## src/rtl/super_pkg.sv

```systemverilog
// super_pkg: shared pipeline types; ir_reg_t carries a fetched instruction plus its prediction.
package super_pkg;

    typedef struct packed {
        logic [31:0] pc;
        logic [31:0] instr;
        logic        ptaken;
        logic [31:0] ptarget;
    } ir_reg_t;

    // Bubble: zero pc, canonical nop (addi x0,x0,0), not taken.
    localparam ir_reg_t NULL_IR_REG = '{pc: 32'h0, instr: 32'h0000_0013, ptaken: 1'b0, ptarget: 32'h0};

endpackage

```

## src/rtl/ir_fifo.sv

```systemverilog
// ir_fifo: two-wide in-order instruction queue between branch prediction and decode.
//   clk_i, rst_ni (async, active-low), flush_i (EX redirect, drops all contents)
//   pdt_valid_i/pdt_instr0_i/pdt_instr1_i : up to two predicted instructions in (00/01/11)
//   ds_rdy_o    : [0] >=1 free entry, [1] >=2 free entries (back to predictor)
//   ir_valid_o/ir_instr0_o/ir_instr1_o : oldest two entries to decode
//   ir_accept_i : decode consumes entries (00/01/11)
//   occupancy_o : current entry count
// Optional: IR_FIFO_BYPASS_EN gives zero-latency pass-through while the queue is empty.
module ir_fifo
    import super_pkg::*;
#(
    parameter int Depth = 4,
    localparam int PtrW = $clog2(Depth)
) (
    input  logic          clk_i,
    input  logic          rst_ni,
    input  logic          flush_i,
    input  logic [1:0]    pdt_valid_i,
    input  ir_reg_t       pdt_instr0_i,
    input  ir_reg_t       pdt_instr1_i,
    output logic [1:0]    ds_rdy_o,
    output logic [1:0]    ir_valid_o,
    output ir_reg_t       ir_instr0_o,
    output ir_reg_t       ir_instr1_o,
    input  logic [1:0]    ir_accept_i,
    output logic [PtrW:0] occupancy_o
);

    localparam logic [PtrW:0] FULL = (PtrW+1)'(Depth);
    localparam logic [PtrW:0] LIM2 = (PtrW+1)'(Depth-2);
    localparam logic [PtrW:0] TWO  = (PtrW+1)'(2);

    ir_reg_t         mem [Depth];
    logic [PtrW-1:0] rd_ptr, wr_ptr;
    logic [PtrW:0]   count;
    logic [1:0]      pv, acc, push, pop, n_push, n_pop, n_wr, n_rd;
    logic            bypass, we0, we1;
    ir_reg_t         w0;

    always_comb begin
        // The illegal pattern 10 is treated as 00.
        pv = (pdt_valid_i == 2'b10) ? 2'b00 : pdt_valid_i;
        acc = (ir_accept_i == 2'b10) ? 2'b00 : ir_accept_i;
        ds_rdy_o = {count <= LIM2, count != FULL};
`ifdef IR_FIFO_BYPASS_EN
        bypass = (count == '0) && !flush_i;
`else
        bypass = 1'b0;
`endif
        ir_valid_o = bypass ? pv : {count >= TWO, count != '0};
        push = pv & ds_rdy_o;
        pop = acc & ir_valid_o;
        n_push = {1'b0, push[0]} + {1'b0, push[1]};
        n_pop = {1'b0, pop[0]} + {1'b0, pop[1]};
        // On bypass, instructions decode took this cycle never enter storage:
        // the unaccepted remainder shifts down to slot 0 and rd_ptr stays put.
        n_wr = bypass ? n_push - n_pop : n_push;
        n_rd = bypass ? 2'd0 : n_pop;
        we0 = n_wr != 2'd0;
        we1 = n_wr == 2'd2;
        w0 = (bypass && pop[0]) ? pdt_instr1_i : pdt_instr0_i;
        ir_instr0_o = bypass ? pdt_instr0_i : mem[rd_ptr];
        ir_instr1_o = bypass ? pdt_instr1_i : mem[rd_ptr + PtrW'(1)];
        occupancy_o = count;
    end

    always_ff @(posedge clk_i or negedge rst_ni) begin
        if (!rst_ni) begin
            rd_ptr <= '0;
            wr_ptr <= '0;
            count <= '0;
            for (int i = 0; i < Depth; i++) mem[i] <= NULL_IR_REG;
        end else if (flush_i) begin
            rd_ptr <= '0;
            wr_ptr <= '0;
            count <= '0;
        end else begin
            if (we0) mem[wr_ptr] <= w0;
            if (we1) mem[wr_ptr + PtrW'(1)] <= pdt_instr1_i;
            wr_ptr <= wr_ptr + PtrW'(n_wr);
            rd_ptr <= rd_ptr + PtrW'(n_rd);
            count <= count + (PtrW+1)'(n_push) - (PtrW+1)'(n_pop);
        end
    end

    a_pdt_valid_legal: assert property (@(posedge clk_i) disable iff (!rst_ni) pdt_valid_i != 2'b10);
    a_accept_legal:    assert property (@(posedge clk_i) disable iff (!rst_ni) ir_accept_i != 2'b10);

endmodule

```

## config.mk

```make
export PLATFORM = sky130hd
export DESIGN_NAME = ir_fifo
export DESIGN_NICKNAME = d
export VERILOG_FILES = /design/src/rtl/super_pkg.sv /design/src/rtl/ir_fifo.sv
export SDC_FILE = /design/constraint.sdc
export NUM_CORES = 1
export LEC_CHECK = 0
export CAP_MARGIN = 20
export CORE_MARGIN = 2
export CORE_UTILIZATION = 35
export CTS_CLUSTER_SIZE = 20
export DETAILED_ROUTE_END_ITERATION = 10
export DONT_BUFFER_PORTS = 1
export PLACE_DENSITY = 0.61
export SYNTH_ARGS = -nofsm -noshare
export SYNTH_HDL_FRONTEND = slang
export SYNTH_SLANG_ARGS = --single-unit
```

## constraint.sdc

```tcl
create_clock -name clk_i -period 3.4 [get_ports clk_i]
set_input_delay 0.85 -clock clk_i [delete_from_list [all_inputs] [get_ports clk_i]]
set_output_delay 0.85 -clock clk_i [all_outputs]
set_load 0.1 [all_outputs]
```

==> results of run 1 <==
==> worst max-delay path by stage <==
stage                   startpoint             end  slack [ps]
finish                   rd_ptr[0]  ir_instr1_o[6]          30
global placement    pdt_valid_i[0]        mem[214]         430
global route             rd_ptr[0]  ir_instr1_o[6]         -60
CTS                      rd_ptr[0]  ir_instr1_o[6]           4
detailed placement  pdt_valid_i[0]        mem[214]         410
floorplan           occupancy_o[1]  occupancy_o[2]         190
==> worst register-to-register path, stage by stage (launching register included) <==
cell and delay, ps:
dfrtp_2 450, nor2_1 150, nand2_2 140, nand2_1 190, ha_4 320, or4b_4 190, buf_4 880, o22ai_1 280
a21oi_1 190
==> synthesized netlist by cell type (all sizes together) (2+ instances only) <==
library cell and instances:
a21oi 195, a22oi 97, a31oi 97, and2 4, buf 112, clkbuf 149
dfrtp 383, dfstp 12, fa 2, ha 8, inv 297, mux4 194
nand2 3, nand4bb 2, nor2 102, nor2b 5, nor3 98, nor4 97
o21bai 2, o22a 194, o22ai 196, or2 3, or4b 2, xnor2 3
xor2 2
==> routing by layer <==
metal  vias up  wire [um]
met3       239       9205
met5         -          0
met4         0       3336
met1     10190      30430
met2      1236      38910
li1       8415          -
==> cell type report <==
class	instances	area [um2]
clock buffer	71	1419
clock inverter	17	201.4
fill	6319	39940
inverter	297	1115
multi-input combinational	1310	11750
sequential	395	9918
tap	873	1092
timing repair buffer	107	1846
==> flip-flops by register name, summed over array words and instances, names as in the netlist <==
signal,count
mem,388
rd_ptr,2
wr_ptr,2
occupancy_o,3
==> metrics by stage <==
step / hold slack, ps / cells / worst slack (ps)
final: -15.87 / 3070 / 34.36
after global routing: -60.11 / 3070 / -64.72
after CTS: -57.10 / 3069 / 4.339
after detailed placement: 461.2 / 2981 / 414.8
after global placement: 453.5 / 2981 / 426.9
after floorplan: 445.1 / 2263 / 189.9
==> cell families after synthesis <==
group | Yosys count | synth area share (%)
buf+inv | 558 | 9.534
xor+xnor | 5 | 0.1840
flops | 395 | 41.58
simple gates | 320 | 6.859
fa+ha+maj | 10 | 0.5887
compound gates | 781 | 22.90
mux | 194 | 18.35
==> what timing repair did <==
| action | CTS | global route |
|---|---|---|
| setup endpoints to repair | 17 | 64 |
| gates resized for setup | 3 | 3 |
| hold endpoints to repair | 354 | 57 |
==> flow_summary.json, run 1 <==
{
  "critPathLaunchType": "flip-flop",
  "setup_viol_count_final": 0,
  "path_cells": "buf_16 > buf_16 > mux4_2 > buf_12",
  "placed_cell_area_mm2": 0.02566,
  "drc": 0,
  "core_region_area_mm2": 0.06728,
  "synth-edff-count": 0,
  "antenna_found_initial": 0,
  "wl_mm": 81.88,
  "grtUsageMet1_pct": 28.53,
  "synth_top_cell_by_area": "dfrtp_1",
  "fmax_ghz": 0.2971,
  "ff2ff_path_depth": 8,
  "r2r-end": "mem[214]",
  "ys_async_sr_fraction_pct": 100.0,
  "synth.top_cells.by_area": "dfrtp_1 (40%), mux4_2 (18%), o22a_1 (7.1%)",
  "drive_above_1_share_pct": 20.07,
  "cp.required_ps": 2550,
  "synth-main-ff-cell": "dfrtp_1",
  "viasPerCell": 6.540,
  "numPortBuffers": 0,
  "violations": "negative hold slack",
  "overflow": 0,
  "slowest_delay_ps": 610,
  "grt_max_degree": 396,
  "grt_use_met3_pct": 7.041,
  "areaGrowthSynthToFinish_pct": 14.84,
  "rsz0062_at_grt": "yes",
  "cts_buffers": 48,
  "routabilityCongestion": 0.7881,
  "syn_avg_cell_area_um2": 10.52,
  "utilization_pct": 40.64,
  "syn-instance-count": 2263,
  "ys_ff_latch": 395,
  "start_util_pct": 35.39,
  "track_usage_pct": 22.74,
  "synth.distinct_cells": 34,
  "cts.path.max_buffers": 3,
  "layout_common_cells": "dfrtp_1 (376), inv_1 (297), mux4_2 (194), o22a_1 (194), a21oi_1 (194)",
  "finalClockSkew_ps": 15.74,
  "path_depth": 4,
  "crit-reg2reg-launch": "occupancy_o[0]",
  "fp.dieH_um": 264.8,
  "setup_tns_ps": 0,
  "grt_use_met2_pct": 36.36,
  "firstDrtPassIters": 6,
  "nets": 2370,
  "hp-class": "input port to async pin",
  "row_count": 95,
  "arrival_ps": 2520,
  "grt_pass1_wl_mm": 124.8,
  "num_antenna_cells": 0,
  "path_common_cell": "buf_16",
  "final.period_utilization_pct": 98.99,
  "cp_slowest_cell": "mux4_2",
  "hold_viol": 15,
  "synth_fp_nets": 2474,
  "cts_root_buf": "clkbuf_16",
  "syn_area_mm2": 0.02381,
  "busiest_layer": "met2",
  "die_area_mm2": 0.07012,
  "ant_nets": 0,
  "wire_per_inst_um": 26.67,
  "slew_headroom_pct": 21.29,
  "path_buf_inv": 3,
  "worst_slew_pin_slew_ps": 1181,
  "end_kind": "output pin",
  "fin_area_mm2": 0.02734,
  "cp_top_family": "buffers and inverters",
  "drtIter0Drc": 2299,
  "post-cts-setup-buffers": 0,
  "clkTransAtPathRegs_ps": 60,
  "slew_viol_final": 0,
  "cts_sinks": 395,
  "critical_path_class": "flip-flop to output pin",
  "cts_max_level": 2,
  "synth_warnings": 0,
  "cp_max_fo": 36,
  "final_common_cell": "dfrtp_1",
  "synth_top_area_share_pct": 40.26,
  "pin_count": 402,
  "regToRegSetupSlack_ps": 510,
  "fin_hold_ws_ps": -15.87,
  "grt_pass1_vias": 19980,
  "clk_latency_ps": 580,
  "min_period_ps": 3366,
  "cts_tree": "yes",
  "cap_viol_max_count": 0,
  "die_w_um": 264.8,
  "vias": 20080,
  "dp_hpwl_mm": 47.33,
  "seq_area_frac_synth_pct": 41.58,
  "status": "finished with violations"
}
Power of run 1 is not shown: default switching activity piles up to over one toggle a cycle in this logic, so the estimate is an artifact.
==> run 2, diff against run 1 <==
==> constraint.sdc (replaced) <==
create_clock -name clk_i -period 3.4 [get_ports clk_i]
set_input_delay 0.85 -clock clk_i [delete_from_list [all_inputs] [get_ports clk_i]]
set_output_delay 0.85 -clock clk_i [all_outputs]
set_load 0.01 [all_outputs]
==> run 2 against run 1 <==
The flow still finishes with violations (negative hold slack). Sequential share of layout area increased by 1.3 points. Critical path depth decreased by 1. Register-to-register slack got worse by 200 ps. Global-route usage decreased by 0.29 points. First-iteration DRC count decreased by 13%. Die area unchanged. Maximum frequency increased by 6.2%. Clock-buffer cell count increased by 5. Utilization decreased by 1.4 points. Hold slack got worse by 2.2 ps. Setup slack improved by 200 ps. Clock skew about the same.
==> flow_summary.json, run 2 (same netlist as run 1, synthesis figures left out) <==
{
  "status": "finished with violations",
  "violations": "negative hold slack",
  "start_util_pct": 35.39,
  "final_common_cell": "dfrtp_1",
  "critPathLaunchType": "flip-flop",
  "grt_max_degree": 396,
  "wl_mm": 80.35,
  "critical_path_class": "flip-flop to output pin",
  "clk_latency_ps": 570,
  "cts_max_level": 2,
  "drc": 0,
  "total_power_mw": 25.27,
  "antenna_found_initial": 1,
  "drive_above_1_share_pct": 18.11,
  "slew_viol_final": 0,
  "cts_root_buf": "clkbuf_16",
  "highest_layer": "met4",
  "final.period_utilization_pct": 93.22,
  "end_kind": "output pin",
  "cts_tree": "yes",
  "grt_pass1_vias": 20000,
  "fin_area_mm2": 0.02639,
  "placed_cell_area_mm2": 0.02478,
  "layout_common_cells": "dfrtp_1 (379), inv_1 (297), mux4_2 (194), o22a_1 (194), a21oi_1 (194)",
  "vias": 19830,
  "setup_viol_count_final": 0,
  "power_density_mw_per_mm2": 957.7,
  "pin_count": 402,
  "areaGrowthSynthToFinish_pct": 10.83,
  "dp_cells": 2937,
  "finalClockSkew_ps": 15.94,
  "row_count": 95,
  "firstDrtPassIters": 6,
  "worst_slew_pin_slew_ps": 1002,
  "rsz0062_at_grt": "no",
  "stdcell_count": 3028,
  "cts_buffers": 49,
  "die_w_um": 264.8,
  "ff2ff_path_depth": 12,
  "wl_met2_mm": 38.10,
  "min_period_ps": 3170,
  "overflow": 0,
  "fp.dieH_um": 264.8,
  "max-vdd-ir-drop_v": 0.0005265,
  "hp-class": "input port to async pin",
  "drtIter0Drc": 2008,
  "fin_hold_ws_ps": -18.03,
  "clkTransAtPathRegs_ps": 60,
  "track_usage_pct": 22.45,
  "nets": 2326,
  "fillCellCount": 6444,
  "slew_headroom_pct": 33.18,
  "hold_viol": 3,
  "largest_reg_flops": 388,
  "core_region_area_mm2": 0.06728,
  "fmax_ghz": 0.3155,
  "arrival_ps": 2320,
  "cts.path.max_buffers": 3,
  "ant_nets": 0,
  "grt_pass1_wl_mm": 123.8,
  "wire_per_inst_um": 26.54,
  "regToRegSetupSlack_ps": 310,
  "routabilityCongestion": 0.8386,
  "top_register": "mem",
  "cp.required_ps": 2550,
  "cp_max_fo": 24,
  "wl_met3_mm": 8.133,
  "dp_hpwl_mm": 48.16,
  "numPortBuffers": 0,
  "cap_viol_max_count": 0,
  "cts_sinks": 395,
  "die_area_mm2": 0.07012,
  "drt-met1-wl_mm": 30.70,
  "leakage_nw": 10.25,
  "viasPerCell": 6.549
}
==> run 2: cell types whose count changed in the layout (fill, tap and decap cells not counted), moves of 2 or more <==
cell and change:
buf_12 -39, buf_16 -4, buf_6 -2, bufinv_16 -3, clkbuf_1 +3, clkbuf_16 +2
dfrtp_1 +3, dfrtp_2 -3
==> run 2: report_power, final <==
| group | switching (mW) | internal (mW) | leakage (nW) | total, mW |
|---|---|---|---|---|
| clock | 2.12 | 3.06 | 0.783 | 5.18 |
| sequential | 1.88 | 7.01 | 4.25 | 8.89 |
| combinational | 5.96 | 5.24 | 5.22 | 11.2 |
==> run 2: area by class of cell <==
cell class / instances / area (um2) / area share [%]
clock inverter: 14 / 115.1 / 0.4363
antenna: 1 / 2.502 / 0.009484
clock buffer: 76 / 1480 / 5.610
inverter: 297 / 1115 / 4.225
multi-input combinational: 1310 / 11730 / 44.47
sequential: 395 / 9915 / 37.58
timing repair buffer: 62 / 932.1 / 3.533
tap: 873 / 1092 / 4.140
==> run 2: final timing paths <==
path                                        from         endpoint
worst max register to register    occupancy_o[1]   occupancy_o[2]
max in group asynchronous                 rst_ni         mem[218]
worst min register to register          mem[231]         mem[231]
worst min-delay path                      rst_ni         mem[273]
min in group clk_i              pdt_instr0_i[34]         mem[228]
worst max-delay path                   rd_ptr[0]  ir_instr0_o[31]
==> run 2: what timing repair did <==
| action | 4_1_cts | 5_1_grt |
|---|---|---|
| cloned | 0 | 0 |
| endpoints found under the hold margin | 383 | 150 |
| endpoints found under the setup margin | 1 | 7 |
| buffers inserted | 0 | 0 |
| resized for setup | 1 | 1 |
==> run 2: stage by stage <==
| stage | hold slack, ps | TNS, ps | worst slack, ps | util [%] |
|---|---|---|---|---|
| 2_1_floorplan | 445.1 | 0 | 672.5 | - |
| 3_3_place_gp | 452.9 | -14.03 | -14.03 | 36.83 |
| 3_5_place_dp | 466.8 | 0 | 25.62 | 36.83 |
| 4_1_cts | -71.91 | 0 | 71.64 | 39.21 |
| 5_1_grt | -51.25 | 0 | 94.64 | 39.22 |
| 6_report | -18.03 | 0 | 230.5 | 39.22 |
==> run 2: per-layer routing <==
metal	GRT usage (%)	vias up
met5	0	-
met2	35.79	1147
li1	-	8341
met1	28.55	10100
met3	6.326	240
met4	9.788	0
==> run 2: critical path, stage by stage, from the launching register on <==
cell and delay (ps):
dfrtp_4 610, buf_12 290, buf_12 200, mux4_2 600
Note: power is estimated with default switching activity, not from simulation.
